`src/rtl/pe_dot_sequencer_if.sv`:
```
`default_nettype none
// +-----------------------------------------------------------------------+
// | pe_dot_sequencer_if                                                   |
// | Command, buffer-read and result signals of the dot-block sequencer.   |
// | Revision: 1.0                                                         |
// +-----------------------------------------------------------------------+
interface pe_dot_sequencer_if #(
   parameter int ADDR_WIDTH = 10,
   parameter int CNT_WIDTH  = 12
);
   logic                  i_cmd_valid;
   logic                  o_cmd_ready;
   logic [ADDR_WIDTH-1:0] i_cmd_base_addr;
   logic [CNT_WIDTH-1:0]  i_cmd_num_blocks;
   logic                  i_stall;
   logic                  o_rd_en;
   logic [ADDR_WIDTH-1:0] o_rd_addr;
   logic                  o_dot_valid;
   logic                  o_result_valid;
   logic                  o_result_last;
   logic                  o_busy;
   logic                  o_done;

   modport slave (
      input  i_cmd_valid, i_cmd_base_addr, i_cmd_num_blocks, i_stall,
      output o_cmd_ready, o_rd_en, o_rd_addr, o_dot_valid,
             o_result_valid, o_result_last, o_busy, o_done
   );

   modport master (
      output i_cmd_valid, i_cmd_base_addr, i_cmd_num_blocks, i_stall,
      input  o_cmd_ready, o_rd_en, o_rd_addr, o_dot_valid,
             o_result_valid, o_result_last, o_busy, o_done
   );
endinterface
`default_nettype wire

```
`src/rtl/pe_dot_sequencer.sv`:
```
`default_nettype none
// +-----------------------------------------------------------------------+
// | pe_dot_sequencer                                                      |
// | Issues N contiguous buffer reads per command and tracks them through  |
// | the read and dot-array latencies to a single completion pulse.        |
// | Optional macro PE_DOT_SEQ_PERF_CNT_EN adds busy/stall perf counters.  |
// | Revision: 1.0                                                         |
// +-----------------------------------------------------------------------+
module pe_dot_sequencer #(
   parameter int ADDR_WIDTH  = 10,
   parameter int CNT_WIDTH   = 12,
   parameter int RD_LATENCY  = 2,
   parameter int DOT_LATENCY = 5
) (
   input  wire logic          clock,
   input  wire logic          resetn,
   pe_dot_sequencer_if.slave  bus
`ifdef PE_DOT_SEQ_PERF_CNT_EN
   ,
   output logic [31:0]        o_perf_busy_cycles,
   output logic [31:0]        o_perf_stall_cycles
`endif
);

   localparam int PIPE_LEN = RD_LATENCY + DOT_LATENCY;
   localparam logic [CNT_WIDTH-1:0] CNT_ONE = {{(CNT_WIDTH-1){1'b0}}, 1'b1};

   typedef enum logic [1:0] {
      IDLE  = 2'd0,
      ISSUE = 2'd1,
      DRAIN = 2'd2,
      DONE  = 2'd3
   } state_t;

   state_t                state_q, state_d;
   logic [ADDR_WIDTH-1:0] base_q, base_d;
   logic [CNT_WIDTH-1:0]  count_q, count_d;
   logic [CNT_WIDTH-1:0]  issued_q, issued_d;
   logic                  armed_q;
   logic [PIPE_LEN-1:0]   vld_q;
   logic [PIPE_LEN-1:0]   last_q;
   logic                  issue_en;
   logic                  issue_last;
   logic                  cmd_ready;

   always_comb begin
      state_d    = state_q;
      base_d     = base_q;
      count_d    = count_q;
      issued_d   = issued_q;
      issue_en   = 1'b0;
      issue_last = 1'b0;
      cmd_ready  = 1'b0;
      case (state_q)
         IDLE: begin
            // armed_q keeps ready low until the first edge after reset release
            cmd_ready = armed_q;
            if (armed_q && bus.i_cmd_valid) begin
               base_d   = bus.i_cmd_base_addr;
               count_d  = bus.i_cmd_num_blocks;
               issued_d = '0;
               state_d  = (bus.i_cmd_num_blocks == '0) ? DONE : ISSUE;
            end
         end
         ISSUE: begin
            if (!bus.i_stall) begin
               issue_en = 1'b1;
               issued_d = issued_q + CNT_ONE;
               if (issued_q == count_q - CNT_ONE) begin
                  issue_last = 1'b1;
                  state_d    = DRAIN;
               end
            end
         end
         DRAIN: begin
            if (last_q[PIPE_LEN-1]) begin
               state_d = DONE;
            end
         end
         DONE: begin
            state_d = IDLE;
         end
         default: begin
            state_d = IDLE;
         end
      endcase
   end

   always_ff @(posedge clock or negedge resetn) begin
      if (!resetn) begin
         state_q  <= IDLE;
         base_q   <= '0;
         count_q  <= '0;
         issued_q <= '0;
         armed_q  <= 1'b0;
         vld_q    <= '0;
         last_q   <= '0;
      end else begin
         state_q  <= state_d;
         base_q   <= base_d;
         count_q  <= count_d;
         issued_q <= issued_d;
         armed_q  <= 1'b1;
         // Delay stages advance every cycle regardless of stall
         vld_q    <= {vld_q[PIPE_LEN-2:0], issue_en};
         last_q   <= {last_q[PIPE_LEN-2:0], issue_last};
      end
   end

   assign bus.o_cmd_ready    = cmd_ready;
   assign bus.o_rd_en        = issue_en;
   assign bus.o_rd_addr      = base_q + ADDR_WIDTH'(issued_q);
   assign bus.o_dot_valid    = vld_q[RD_LATENCY-1];
   assign bus.o_result_valid = vld_q[PIPE_LEN-1];
   assign bus.o_result_last  = last_q[PIPE_LEN-1];
   assign bus.o_busy         = (state_q != IDLE);
   assign bus.o_done         = (state_q == DONE);

`ifdef PE_DOT_SEQ_PERF_CNT_EN
   logic [31:0] perf_busy_q;
   logic [31:0] perf_stall_q;

   // Saturating, never cleared between commands
   always_ff @(posedge clock or negedge resetn) begin
      if (!resetn) begin
         perf_busy_q  <= '0;
         perf_stall_q <= '0;
      end else begin
         if ((state_q != IDLE) && (perf_busy_q != '1)) begin
            perf_busy_q <= perf_busy_q + 32'd1;
         end
         if ((state_q == ISSUE) && bus.i_stall && (perf_stall_q != '1)) begin
            perf_stall_q <= perf_stall_q + 32'd1;
         end
      end
   end

   assign o_perf_busy_cycles  = perf_busy_q;
   assign o_perf_stall_cycles = perf_stall_q;
`endif

endmodule
`default_nettype wire

```
`src/flat_wrapper.sv`:
```
// flat-port wrapper written by rule: the top's interface ports become plain ports
module pe_dot_sequencer_flat 
#(
   parameter int ADDR_WIDTH  = 10,
   parameter int CNT_WIDTH   = 12,
   parameter int RD_LATENCY  = 2,
   parameter int DOT_LATENCY = 5
)
  (clock, resetn, bus_i_cmd_valid, bus_i_cmd_base_addr, bus_i_cmd_num_blocks, bus_i_stall, bus_o_cmd_ready, bus_o_rd_en, bus_o_rd_addr, bus_o_dot_valid, bus_o_result_valid, bus_o_result_last, bus_o_busy, bus_o_done);
  pe_dot_sequencer_if #(.ADDR_WIDTH(ADDR_WIDTH), .CNT_WIDTH(CNT_WIDTH)) bus_i ();
  input  wire logic clock;
  input  wire logic resetn;
  input wire logic [$bits(bus_i.i_cmd_valid)-1:0] bus_i_cmd_valid;
  input wire logic [$bits(bus_i.i_cmd_base_addr)-1:0] bus_i_cmd_base_addr;
  input wire logic [$bits(bus_i.i_cmd_num_blocks)-1:0] bus_i_cmd_num_blocks;
  input wire logic [$bits(bus_i.i_stall)-1:0] bus_i_stall;
  output wire logic [$bits(bus_i.o_cmd_ready)-1:0] bus_o_cmd_ready;
  output wire logic [$bits(bus_i.o_rd_en)-1:0] bus_o_rd_en;
  output wire logic [$bits(bus_i.o_rd_addr)-1:0] bus_o_rd_addr;
  output wire logic [$bits(bus_i.o_dot_valid)-1:0] bus_o_dot_valid;
  output wire logic [$bits(bus_i.o_result_valid)-1:0] bus_o_result_valid;
  output wire logic [$bits(bus_i.o_result_last)-1:0] bus_o_result_last;
  output wire logic [$bits(bus_i.o_busy)-1:0] bus_o_busy;
  output wire logic [$bits(bus_i.o_done)-1:0] bus_o_done;
  assign bus_i.i_cmd_valid = bus_i_cmd_valid;
  assign bus_i.i_cmd_base_addr = bus_i_cmd_base_addr;
  assign bus_i.i_cmd_num_blocks = bus_i_cmd_num_blocks;
  assign bus_i.i_stall = bus_i_stall;
  assign bus_o_cmd_ready = bus_i.o_cmd_ready;
  assign bus_o_rd_en = bus_i.o_rd_en;
  assign bus_o_rd_addr = bus_i.o_rd_addr;
  assign bus_o_dot_valid = bus_i.o_dot_valid;
  assign bus_o_result_valid = bus_i.o_result_valid;
  assign bus_o_result_last = bus_i.o_result_last;
  assign bus_o_busy = bus_i.o_busy;
  assign bus_o_done = bus_i.o_done;
  pe_dot_sequencer #(.ADDR_WIDTH(ADDR_WIDTH), .CNT_WIDTH(CNT_WIDTH), .RD_LATENCY(RD_LATENCY), .DOT_LATENCY(DOT_LATENCY)) u_core (.clock(clock), .resetn(resetn), .bus(bus_i));
endmodule
```
`config.mk`:
```
export PLATFORM = sky130hd
export DESIGN_NAME = pe_dot_sequencer_flat
export DESIGN_NICKNAME = d
export VERILOG_FILES = /design/src/rtl/pe_dot_sequencer_if.sv /design/src/rtl/pe_dot_sequencer.sv /design/src/flat_wrapper.sv
export SDC_FILE = /design/constraint.sdc
export NUM_CORES = 1
export LEC_CHECK = 0
export BUFFER_PORTS_ARGS = -buffer_cell sky130_fd_sc_hd__buf_2
export CORE_UTILIZATION = 25
export CTS_CLUSTER_SIZE = 10
export DETAILED_ROUTE_END_ITERATION = 16
export HOLD_SLACK_MARGIN = 0.1
export SLEW_MARGIN = 20
export SYNTH_ARGS = -nofsm -noshare
export SYNTH_HDL_FRONTEND = slang
export SYNTH_SLANG_ARGS = --single-unit
```
`constraint.sdc`:
```
create_clock -name clock -period 3 [get_ports clock]
set_clock_uncertainty 0.15 [all_clocks]
set_input_delay 0.15 -clock clock [delete_from_list [all_inputs] [get_ports clock]]
set_output_delay 0.15 -clock clock [all_outputs]
set_load 0.03 [all_outputs]
```
==> metrics.yaml, run 1 <==
outcome:
  status: "complete, no violations"
setup_path:
  cp_max_fo: 2
  worstRegToRegCells: 9
  cp-start-kind: "register"
  r2r_slack_ns: 0.37
  crit_type: "register to output port"
  crit_required_ns: 2.70
  critPathCaptureType: "output port"
  arrival_ns: 2.49
grt:
  grt_util_all_layers: 0.1148
  grt_pass1_wl_um: 10330
  grt_pass1_vias: 2167
  antenna_found_initial: 0
  grt_max_degree: 27
  grt-ovfl-total: 0
timing:
  max_freq_ghz: 0.3591
  fin_crit_ns: 2.785
  rsz0062_at_grt: "no"
  slew_headroom: 0.5967
  finalSetupTns_ns: 0
  fin_crit_sh: 0.9283
  hold_viol: 0
  setup_violations: 0
  slew_viol_final: 0
  tightestPinTransition_ns: 0.6050
yosys:
  synth_cell_types: 45
  synth_ff_type: "dfrtp_1"
  ys_async_sr_fraction: 1.000
  ys_seq_area_frac: 0.4564
  yosys_warnings: 0
  synth_area_leader_cell: "dfrtp_1"
  postSynthCellCount: 252
  synth_area_mm2: 0.002796
  yosysTopAreaCellShare: 0.4564
  synth_nets: 294
  synth_edf_count: 0
  synth-seq-cells: 51
  ys_top_cells_by_area: "dfrtp_1 (46%), mux2_2 (9.3%), ha_1 (6.7%)"
  avgSynthCellArea_um2: 11.10
clocking:
  cts_sinks: 51
  cts_root_buf: "clkbuf_8"
  clock_path_buffers: 2
  path_clk_slew_ns: 0.08
  numCtsBuffers: 5
  clkLatencyLatePin_ns: 0.30
  cts-htree-levels: 2
  tritoncts: "built"
detailed_routing:
  vias_per_cell: 4.546
  num_vias: 2114
  drtPass1Iterations: 5
  postRouteAntennaNets: 0
  wl_um: 5993
  wl_per_cell_um: 12.89
  drc_errors: 0
  drt_iter0_drc: 76
power_and_ir_drop:
  ir_drop_v: 0.0003035
  p_per_area_mw_per_mm2: 864.4
  leakage_nw: 1.675
layout:
  multi_input_area_mm2: 0.001449
  utilization: 0.3242
  fin_nets: 368
  area_growth_syn_to_layout_pct: 26.22
  fillCellCount: 1118
  seq_area_mm2: 0.001276
  antenna_cells: 0
  drive_gt1_frac: 0.2615
worst_hold_path:
  worst_hold_path_type: "register to register"
  hold_depth: 0
placement:
  dpl.hpwl_um: 4561
  io_buffers: 42
  gp_congestion: 0.8228
die:
  start_util: 0.2568
  dieArea_mm2: 0.01161
  rows: 38
  die_w_um: 107.8
  pin_count: 43
  core_mm2: 0.01089
  die_y_um: 107.8
flow_run:
  cap_violations: 0
[sequential cells by signal, summed over array words and instances (netlist names)]
signal,flops
u_core.base_q,10
u_core.issued_q,12
u_core.vld_q,7
u_core.armed_q,1
u_core.state_q,2
u_core.count_q,12
u_core.last_q,7
[worst max-delay path, cell delays in order (launching register included)]
cell       delay (ns)
dfrtp_1          0.39
ha_1             0.29
a21o_1           0.19
a21oi_2          0.17
o21bai_1         0.13
a2111oi_4        0.33
o31ai_1          0.12
a21oi_1          0.19
xnor2_1          0.15
clkbuf_4         0.22
[per-layer routing]
layer | up-vias | GRT usage | wire [um]
met5 | - | 0 | 0
met4 | 0 | 0.04110 | 63
met3 | 4 | 0.02724 | 289
met2 | 45 | 0.1882 | 2837
met1 | 1037 | 0.1462 | 2803
li1 | 1028 | - | -
[kinds of logic after synthesis]
logic type / synth area share
mux: 0.1034
flops: 0.4564
compound gates: 0.08054
buf+inv: 0.03355
xor+xnor: 0.1002
simple gates: 0.1503
fa+ha+maj: 0.07427
other cells: 0.001341
[path summary, 6_finish.rpt]
| path | end | start |
|---|---|---|
| min | u_core.last_q[2] | u_core.last_q[1] |
| min reg2reg | u_core.last_q[2] | u_core.last_q[1] |
| max | bus_o_rd_addr[9] | u_core.issued_q[1] |
| max reg2reg | u_core.state_q[0] | u_core.count_q[1] |
| min in group asynchronous | u_core.vld_q[6] | resetn |
| max in group asynchronous | u_core.issued_q[10] | resetn |
[per-stage QoR]
stage / power, mW / std cells / hold WS [ns] / area, um2 / setup slack [ns]
2_1_floorplan: 2.252 / 252 / -0.2956 / 2796 / 0.3491
3_3_place_gp: 2.622 / 435 / 0.03854 / 3189 / 0.2006
3_5_place_dp: 2.661 / 435 / 0.04802 / 3189 / 0.2097
4_1_cts: 3.072 / 465 / 0.2049 / 3508 / 0.03060
5_1_grt: 3.300 / 465 / 0.2088 / 3530 / 0.01080
6_report: 3.051 / 465 / 0.2013 / 3530 / 0.2150
[cell usage after synthesis, types with 2 or more instances]
| cell | number |
|---|---|
| dfrtp_1 | 51 |
| mux2_2 | 23 |
| nor2_1 | 19 |
| xnor2_1 | 16 |
| xor2_1 | 16 |
| ha_1 | 15 |
| inv_1 | 15 |
| a21oi_1 | 11 |
| nand2_1 | 10 |
| and3_1 | 6 |
| nand3_1 | 6 |
| nand4_1 | 6 |
| nor4_1 | 6 |
| nand4b_1 | 4 |
| o21ai_0 | 4 |
| a22o_1 | 3 |
| mux2i_1 | 3 |
| nor2b_1 | 3 |
| o21bai_1 | 3 |
| a21o_1 | 2 |
| and2_1 | 2 |
| buf_1 | 2 |
| nand2b_1 | 2 |
| nor3_1 | 2 |
| o31ai_1 | 2 |
[power breakdown]
part / switching (mW) / leakage (nW) / internal, mW / total, mW
sequential: 0.203 / 0.653 / 0.897 / 1.10
combinational: 0.895 / 0.984 / 0.690 / 1.58
clock: 0.211 / 0.0371 / 0.156 / 0.367
[cell usage in the layout, fill, tap and decap left out, types with 7 or more instances in the layout]
| cell type | instances |
|---|---|
| dfrtp_1 | 51 |
| buf_2 | 40 |
| dlygate4sd3_1 | 24 |
| mux2_2 | 23 |
| nor2_1 | 19 |
| xor2_1 | 16 |
| xnor2_1 | 16 |
| inv_1 | 15 |
| ha_1 | 15 |
| a21oi_1 | 10 |
| nand2_1 | 10 |
| buf_4 | 7 |
[cell type report]
cell class | count | share of cell area
flip-flops and latches | 51 | 0.3616
repair buffers | 72 | 0.1418
well taps | 140 | 0.04963
clock buffers | 6 | 0.02056
inverters | 15 | 0.01595
multi-input cells | 181 | 0.4105
[what timing repair did]
item                                   4_1_cts  5_1_grt
gates resized for setup                      2        6
setup endpoints to repair                    1        2
pin swaps                                    0        3
hold buffers                                24        0
endpoints found under the hold margin       48        0
buffers inserted                             0        0
No activity file was read; power rests on OpenSTA's default activity.
==> run 2, diff against run 1 <==
==> constraint.sdc (replaced) <==
create_clock -name clock -period 3.4 [get_ports clock]
set_clock_uncertainty 0.15 [all_clocks]
set_input_delay 0.17 -clock clock [delete_from_list [all_inputs] [get_ports clock]]
set_output_delay 0.17 -clock clock [all_outputs]
set_load 0.03 [all_outputs]
==> run 2 against run 1 <==
Critical path depth unchanged. Register-to-register slack better by 0.33 ns. Wire length is 3.1% lower. Global-route usage decreased by 0.56 points. Sequential power decreased by 9.8%. First-iteration DRC count down 11%. Die area did not move. Cell area shrank 0.32%. Flip-flop and latch count did not move. Largest cell class unchanged.
==> metrics.yaml, run 2 (same netlist as run 1, synthesis figures left out) <==
outcome:
  status: "complete, no violations"
power_and_ir_drop:
  ir_drop_v: 0.0002517  # -17%
  p_per_area_mw_per_mm2: 781.4  # -9.6%
  leakage_nw: 1.672  # -0.17%
layout:
  layout_commonest_cell: "dfrtp_1"
  utilization: 0.3231  # -0.001034
  fin_nets: 364  # -1.1%
  antenna_cells: 0  # unchanged
  drive_gt1_frac: 0.2539  # -0.007668
  final_cell_mix: "dfrtp_1 (51), buf_2 (42), dlygate4sd3_1 (24), mux2_2 (23), nor2_1 (19)"
  reg_top3: "u_core.count_q: 12 flops, u_core.issued_q: 12 flops, u_core.base_q: 10 flops"
  area_growth_syn_to_layout_pct: 25.82
grt:
  grt_util_all_layers: 0.1092  # -0.005575
  antenna_found_initial: 0  # unchanged
  grt-ovfl-total: 0  # unchanged
  grt_max_degree: 27  # unchanged
  grt_pass1_wl_um: 10030  # -2.9%
  grt_pass1_vias: 2102  # -3.0%
die:
  rows: 38  # unchanged
  dieArea_mm2: 0.01161  # unchanged
  die_w_um: 107.8  # unchanged
  core_mm2: 0.01089  # unchanged
  start_util: 0.2568  # unchanged
  die_y_um: 107.8  # unchanged
  pin_count: 43  # unchanged
placement:
  gp_congestion: 0.7830  # -4.8%
  io_buffers: 42  # unchanged
  dpl.hpwl_um: 4431  # -2.9%
clocking:
  cts-htree-levels: 2  # unchanged
  clock_path_buffers: 2  # unchanged
  numCtsBuffers: 5  # unchanged
  tritoncts: "built"
  path_clk_slew_ns: 0.08  # about the same
  cts_root_buf: "clkbuf_8"
  clkLatencyLatePin_ns: 0.30  # about the same
  cts_sinks: 51  # unchanged
timing:
  hold-worst-slack_ns: 0.2036  # +0.002213 ns
  finalSetupTns_ns: 0  # unchanged
  fin_crit_ns: 3.162
  slew_headroom: 0.6057  # +0.008972
  slew_viol_final: 0  # unchanged
  hold_viol: 0  # unchanged
  fin_crit_sh: 0.9301
  rsz0062_at_grt: "no"
  setup_violations: 0  # unchanged
  tightestPinTransition_ns: 0.5915  # -0.01346 ns
  max_freq_ghz: 0.3162
detailed_routing:
  wl_um: 5807  # -3.1%
  drtPass1Iterations: 4  # -1
  vias_per_cell: 4.471  # -1.7%
  drt_iter0_drc: 68  # -11%
  postRouteAntennaNets: 0  # unchanged
  wl_per_cell_um: 12.54  # -2.7%
  drc_errors: 0  # unchanged
  num_vias: 2070  # -2.1%
setup_path:
  crit_required_ns: 3.08  # +0.38 ns
  crit_type: "register to output port"
  cp_max_fo: 9  # +7
  cp-start-kind: "register"
  arrival_ns: 2.84  # +0.35 ns
  critPathCaptureType: "output port"
flow_run:
  cap_violations: 0  # unchanged
worst_hold_path:
  worst_hold_path_type: "register to register"
-- run 2: worst paths after layout --
kind	from	endpoint	depth (start not counted)	slack [ns]
worst max-delay path	u_core.issued_q[1]	bus_o_rd_addr[9]	9	0.24
worst min-delay path	u_core.last_q[1]	u_core.last_q[2]	0	0.20
worst max register to register	u_core.count_q[0]	u_core.state_q[1]	9	0.70
worst min register to register	u_core.last_q[1]	u_core.last_q[2]	0	0.20
max in group asynchronous	resetn	u_core.issued_q[2]	3	2.08
min in group asynchronous	resetn	u_core.count_q[3]	2	0.26
-- run 2: timing repair --
action,4_1_cts,5_1_grt
endpoints found under the setup margin,0,1
hold endpoints to repair,48,0
hold buffers,24,0
buffers inserted,0,0
gates resized for setup,0,1
-- run 2: metal layers --
metal  share of wire  global-route usage
met1            0.47              0.1432
met2            0.47              0.1786
met3           0.047             0.02482
met4           0.013             0.03131
met5               0                   0
-- run 2: area by class of cell --
class                      count  area, um2
clock buffer                   6      82.58
clock inverter                 2      35.03
fill                        1110       7370
inverter                      15      56.30
multi-input combinational    181       1428
sequential                    51       1276
tap                          140      175.2
timing repair buffer          68      465.4
-- run 2: critical path, stage by stage (launching register included) --
cell,delay (ns)
dfrtp_1,0.49
ha_1,0.34
a21o_1,0.18
a21oi_1,0.21
o21bai_1,0.12
a2111oi_1,0.51
o31ai_1,0.14
a21oi_1,0.21
xnor2_1,0.14
buf_2,0.22
-- run 2: report_power, final --
part           total (mW)  internal [mW]  switching (mW)
Sequential          0.992          0.791           0.201
Combinational        1.32          0.578           0.746
Clock               0.434          0.238           0.196
Total                2.75           1.61            1.14
-- run 2: through the flow --
| stage | cells | setup slack [ns] | instance area (um2) | power, mW |
|---|---|---|---|---|
| 2_1_floorplan | 252 | 0.7291 | 2796 | 1.987 |
| 3_3_place_gp | 431 | 0.4614 | 3159 | 2.289 |
| 3_5_place_dp | 431 | 0.4702 | 3159 | 2.318 |
| 4_1_cts | 463 | 0.1283 | 3517 | 2.786 |
| 5_1_grt | 463 | 0.02460 | 3518 | 2.971 |
| 6_report | 463 | 0.2376 | 3518 | 2.749 |
==> run 3, diff against run 2 <==
--- a/config.mk
+++ b/config.mk
@@ -10,6 +10,7 @@
 export CTS_CLUSTER_SIZE = 10
 export DETAILED_ROUTE_END_ITERATION = 16
 export HOLD_SLACK_MARGIN = 0.1
+export PLACE_DENSITY = 0.52
 export SLEW_MARGIN = 20
 export SYNTH_ARGS = -nofsm -noshare
 export SYNTH_HDL_FRONTEND = slang
==> run 3 against run 2 <==
Maximum frequency up 3.1%. Critical path depth unchanged. Flip-flop and latch count unchanged. Power up 2.6%. Core utilization up 0.25 points. Critical endpoint unchanged. Largest cell class unchanged.
==> metrics.yaml, run 3 (same netlist as run 1, synthesis figures left out) <==
grt:
  grt_util_all_layers: 0.1099  # +0.0006627
  antenna_found_initial: 0  # unchanged
  grt_pass1_wl_um: 10050  # +0.21%
  grt_max_degree: 39  # +44%
  grt-ovfl-total: 0  # unchanged
  grt_pass1_vias: 2101  # -0.048%
setup_path:
  path_buf_inv: 1  # unchanged
  crit_chain: "ha_1, a21o_1, a21oi_1, o21bai_1, a2111oi_2, o31ai_1, a21oi_1, xnor2_1, buf_2"
  cp_max_fo: 9  # unchanged
  crit_top_cell: "a21oi_1"
  worstRegToRegCells: 9  # unchanged
  crit_required_ns: 3.08  # about the same
  slowest_stage: "dfrtp_1"
  max_stage_delay_ns: 0.50  # about the same
  cp_num_cells: 9  # unchanged
  crit_type: "register to output port"
  cp-start-kind: "register"
  arrival_ns: 2.75  # -0.09 ns
  cp_top_family: "compound AO/OA/AOI/OAI gates"
  critPathCaptureType: "output port"
clocking:
  tritoncts: "built"
  cts_root_buf: "clkbuf_8"
  numCtsBuffers: 5  # unchanged
  clock_path_buffers: 2  # unchanged
  cts-htree-levels: 2  # unchanged
  clkLatencyLatePin_ns: 0.30  # about the same
  cts_sinks: 51  # unchanged
  path_clk_slew_ns: 0.10  # +0.02 ns
placement:
  place_area_mm2: 0.003159  # unchanged
  dpl.hpwl_um: 4441  # +0.25%
  placed_cells: 431  # unchanged
  gp_congestion: 0.7975  # +1.9%
  io_buffers: 42  # unchanged
  post-place-ws_ns: 0.4315  # -0.03870 ns
power_and_ir_drop:
  p_comb_frac: 0.468  # -0.013
  pwr-share-clk: 0.181  # +0.023
  leakage_nw: 1.683  # +0.66%
  p_switching_mw: 1.153  # +0.87%
  p_per_area_mw_per_mm2: 795.5  # +1.8%
  p_int_mw: 1.668  # +3.8%
  power.share.sequential: 0.351  # -0.010
  ir_drop_v: 0.0003295  # +31%
  swShare: 0.4086  # -0.006999
detailed_routing:
  wl_um: 5784  # -0.40%
  drt_iter0_drc: 83  # +22%
  vias_per_cell: 4.490  # +0.43%
  drtPass1Iterations: 4  # unchanged
  wl_per_cell_um: 12.49  # -0.40%
  num_vias: 2079  # +0.43%
  postRouteAntennaNets: 0  # unchanged
  drc_errors: 0  # unchanged
worst_hold_path:
  hold_depth: 0  # unchanged
  worst_hold_path_type: "register to register"
timing:
  slew_headroom: 0.4179  # -0.1877
  hold_viol: 0  # unchanged
  fin_crit_sh: 0.9023  # -0.02788
  setup_ws_ns: 0.3323  # +0.09478 ns
  max_freq_ghz: 0.3260  # +3.1%
  finalSetupTns_ns: 0  # unchanged
  fin_crit_ns: 3.068  # -0.09478 ns
  rsz0062_at_grt: "no"
  tightestPinTransition_ns: 0.8731  # +0.2816 ns
  slew_viol_final: 0  # unchanged
  setup_violations: 0  # unchanged
die:
  rows: 38  # unchanged
  pin_count: 43  # unchanged
  die_w_um: 107.8  # unchanged
  die_y_um: 107.8  # unchanged
  dieArea_mm2: 0.01161  # unchanged
  core_mm2: 0.01089  # unchanged
  start_util: 0.2568  # unchanged
layout:
  final_area_mm2: 0.003546  # +0.78%
  area_growth_syn_to_layout_pct: 26.80
  final_cell_mix: "dfrtp_1 (51), buf_2 (42), dlygate4sd3_1 (24), mux2_2 (23), nor2_1 (19)"
  multi_input_area_mm2: 0.001433  # +0.35%
  reg_top3: "u_core.count_q: 12 flops, u_core.issued_q: 12 flops, u_core.base_q: 10 flops"
  drive_gt1_frac: 0.2570  # +0.003096
  utilization: 0.3257  # +0.002528
  instances_no_fill: 463  # unchanged
  antenna_cells: 0  # unchanged
  seq_area_mm2: 0.001276  # unchanged
  layout_commonest_cell: "dfrtp_1"
  fin_nets: 364  # unchanged
  fillCellCount: 1104  # -0.54%
outcome:
  status: "complete, no violations"
flow_run:
  cap_violations: 0  # unchanged
-- run 3: cell types whose count changed in the layout (fill, tap and decap cells not counted) --
cell       previous run  this run
bufinv_16             1         2
clkbuf_8              6         5
inv_8                 0         1
a2111oi_1             1         0
clkinv_2              1         0
a2111oi_2             0         1
-- run 3: metrics by stage --
step | hold WS (ns) | power (mW)
4_1_cts | 0.2097 | 2.870
3_5_place_dp | 0.1855 | 2.319
2_1_floorplan | -0.2756 | 1.987
5_1_grt | 0.2197 | 3.049
3_3_place_gp | 0.1834 | 2.301
6_report | 0.2080 | 2.821
-- run 3: routing by layer --
layer | global-route usage | share of wire
met1 | 0.1466 | 0.49
met4 | 0.02642 | 0.0076
met2 | 0.1786 | 0.46
met3 | 0.02542 | 0.044
met5 | 0 | 0
-- run 3: power by group through the flow --
stage / clock network [mW] / logic [mW] / registers, mW
after floorplan: 0 / 1.03 / 0.960
after global placement: 0 / 1.30 / 1.00
after detailed placement: 0 / 1.31 / 1.01
after CTS: 0.536 / 1.34 / 0.998
after global routing: 0.557 / 1.46 / 1.03
final: 0.511 / 1.32 / 0.991
-- run 3: layout make-up --
type	instances	area share
clock inverter	3	0.02011
timing repair buffer	68	0.1313
tap	140	0.04940
inverter	15	0.01588
clock buffer	5	0.01941
sequential	51	0.3599
multi-input combinational	181	0.4040
-- run 3: repair_timing --
item                                    4_1_cts  5_1_grt
setup buffers                                 0        0
hold buffers                                 24        0
endpoints found under the setup margin        0        1
resized for setup                             0        2
hold endpoints to repair                     60        0
-- run 3: path summary, 6_finish.rpt --
path,from,endpoint,slack [ns]
setup reg to reg,u_core.count_q[0],u_core.state_q[1],0.67
hold / removal,u_core.last_q[3],u_core.last_q[4],0.21
setup / recovery,u_core.issued_q[1],bus_o_rd_addr[9],0.33
min in group asynchronous,resetn,u_core.base_q[5],0.37
hold reg to reg,u_core.last_q[3],u_core.last_q[4],0.21
max in group asynchronous,resetn,u_core.count_q[6],2.00
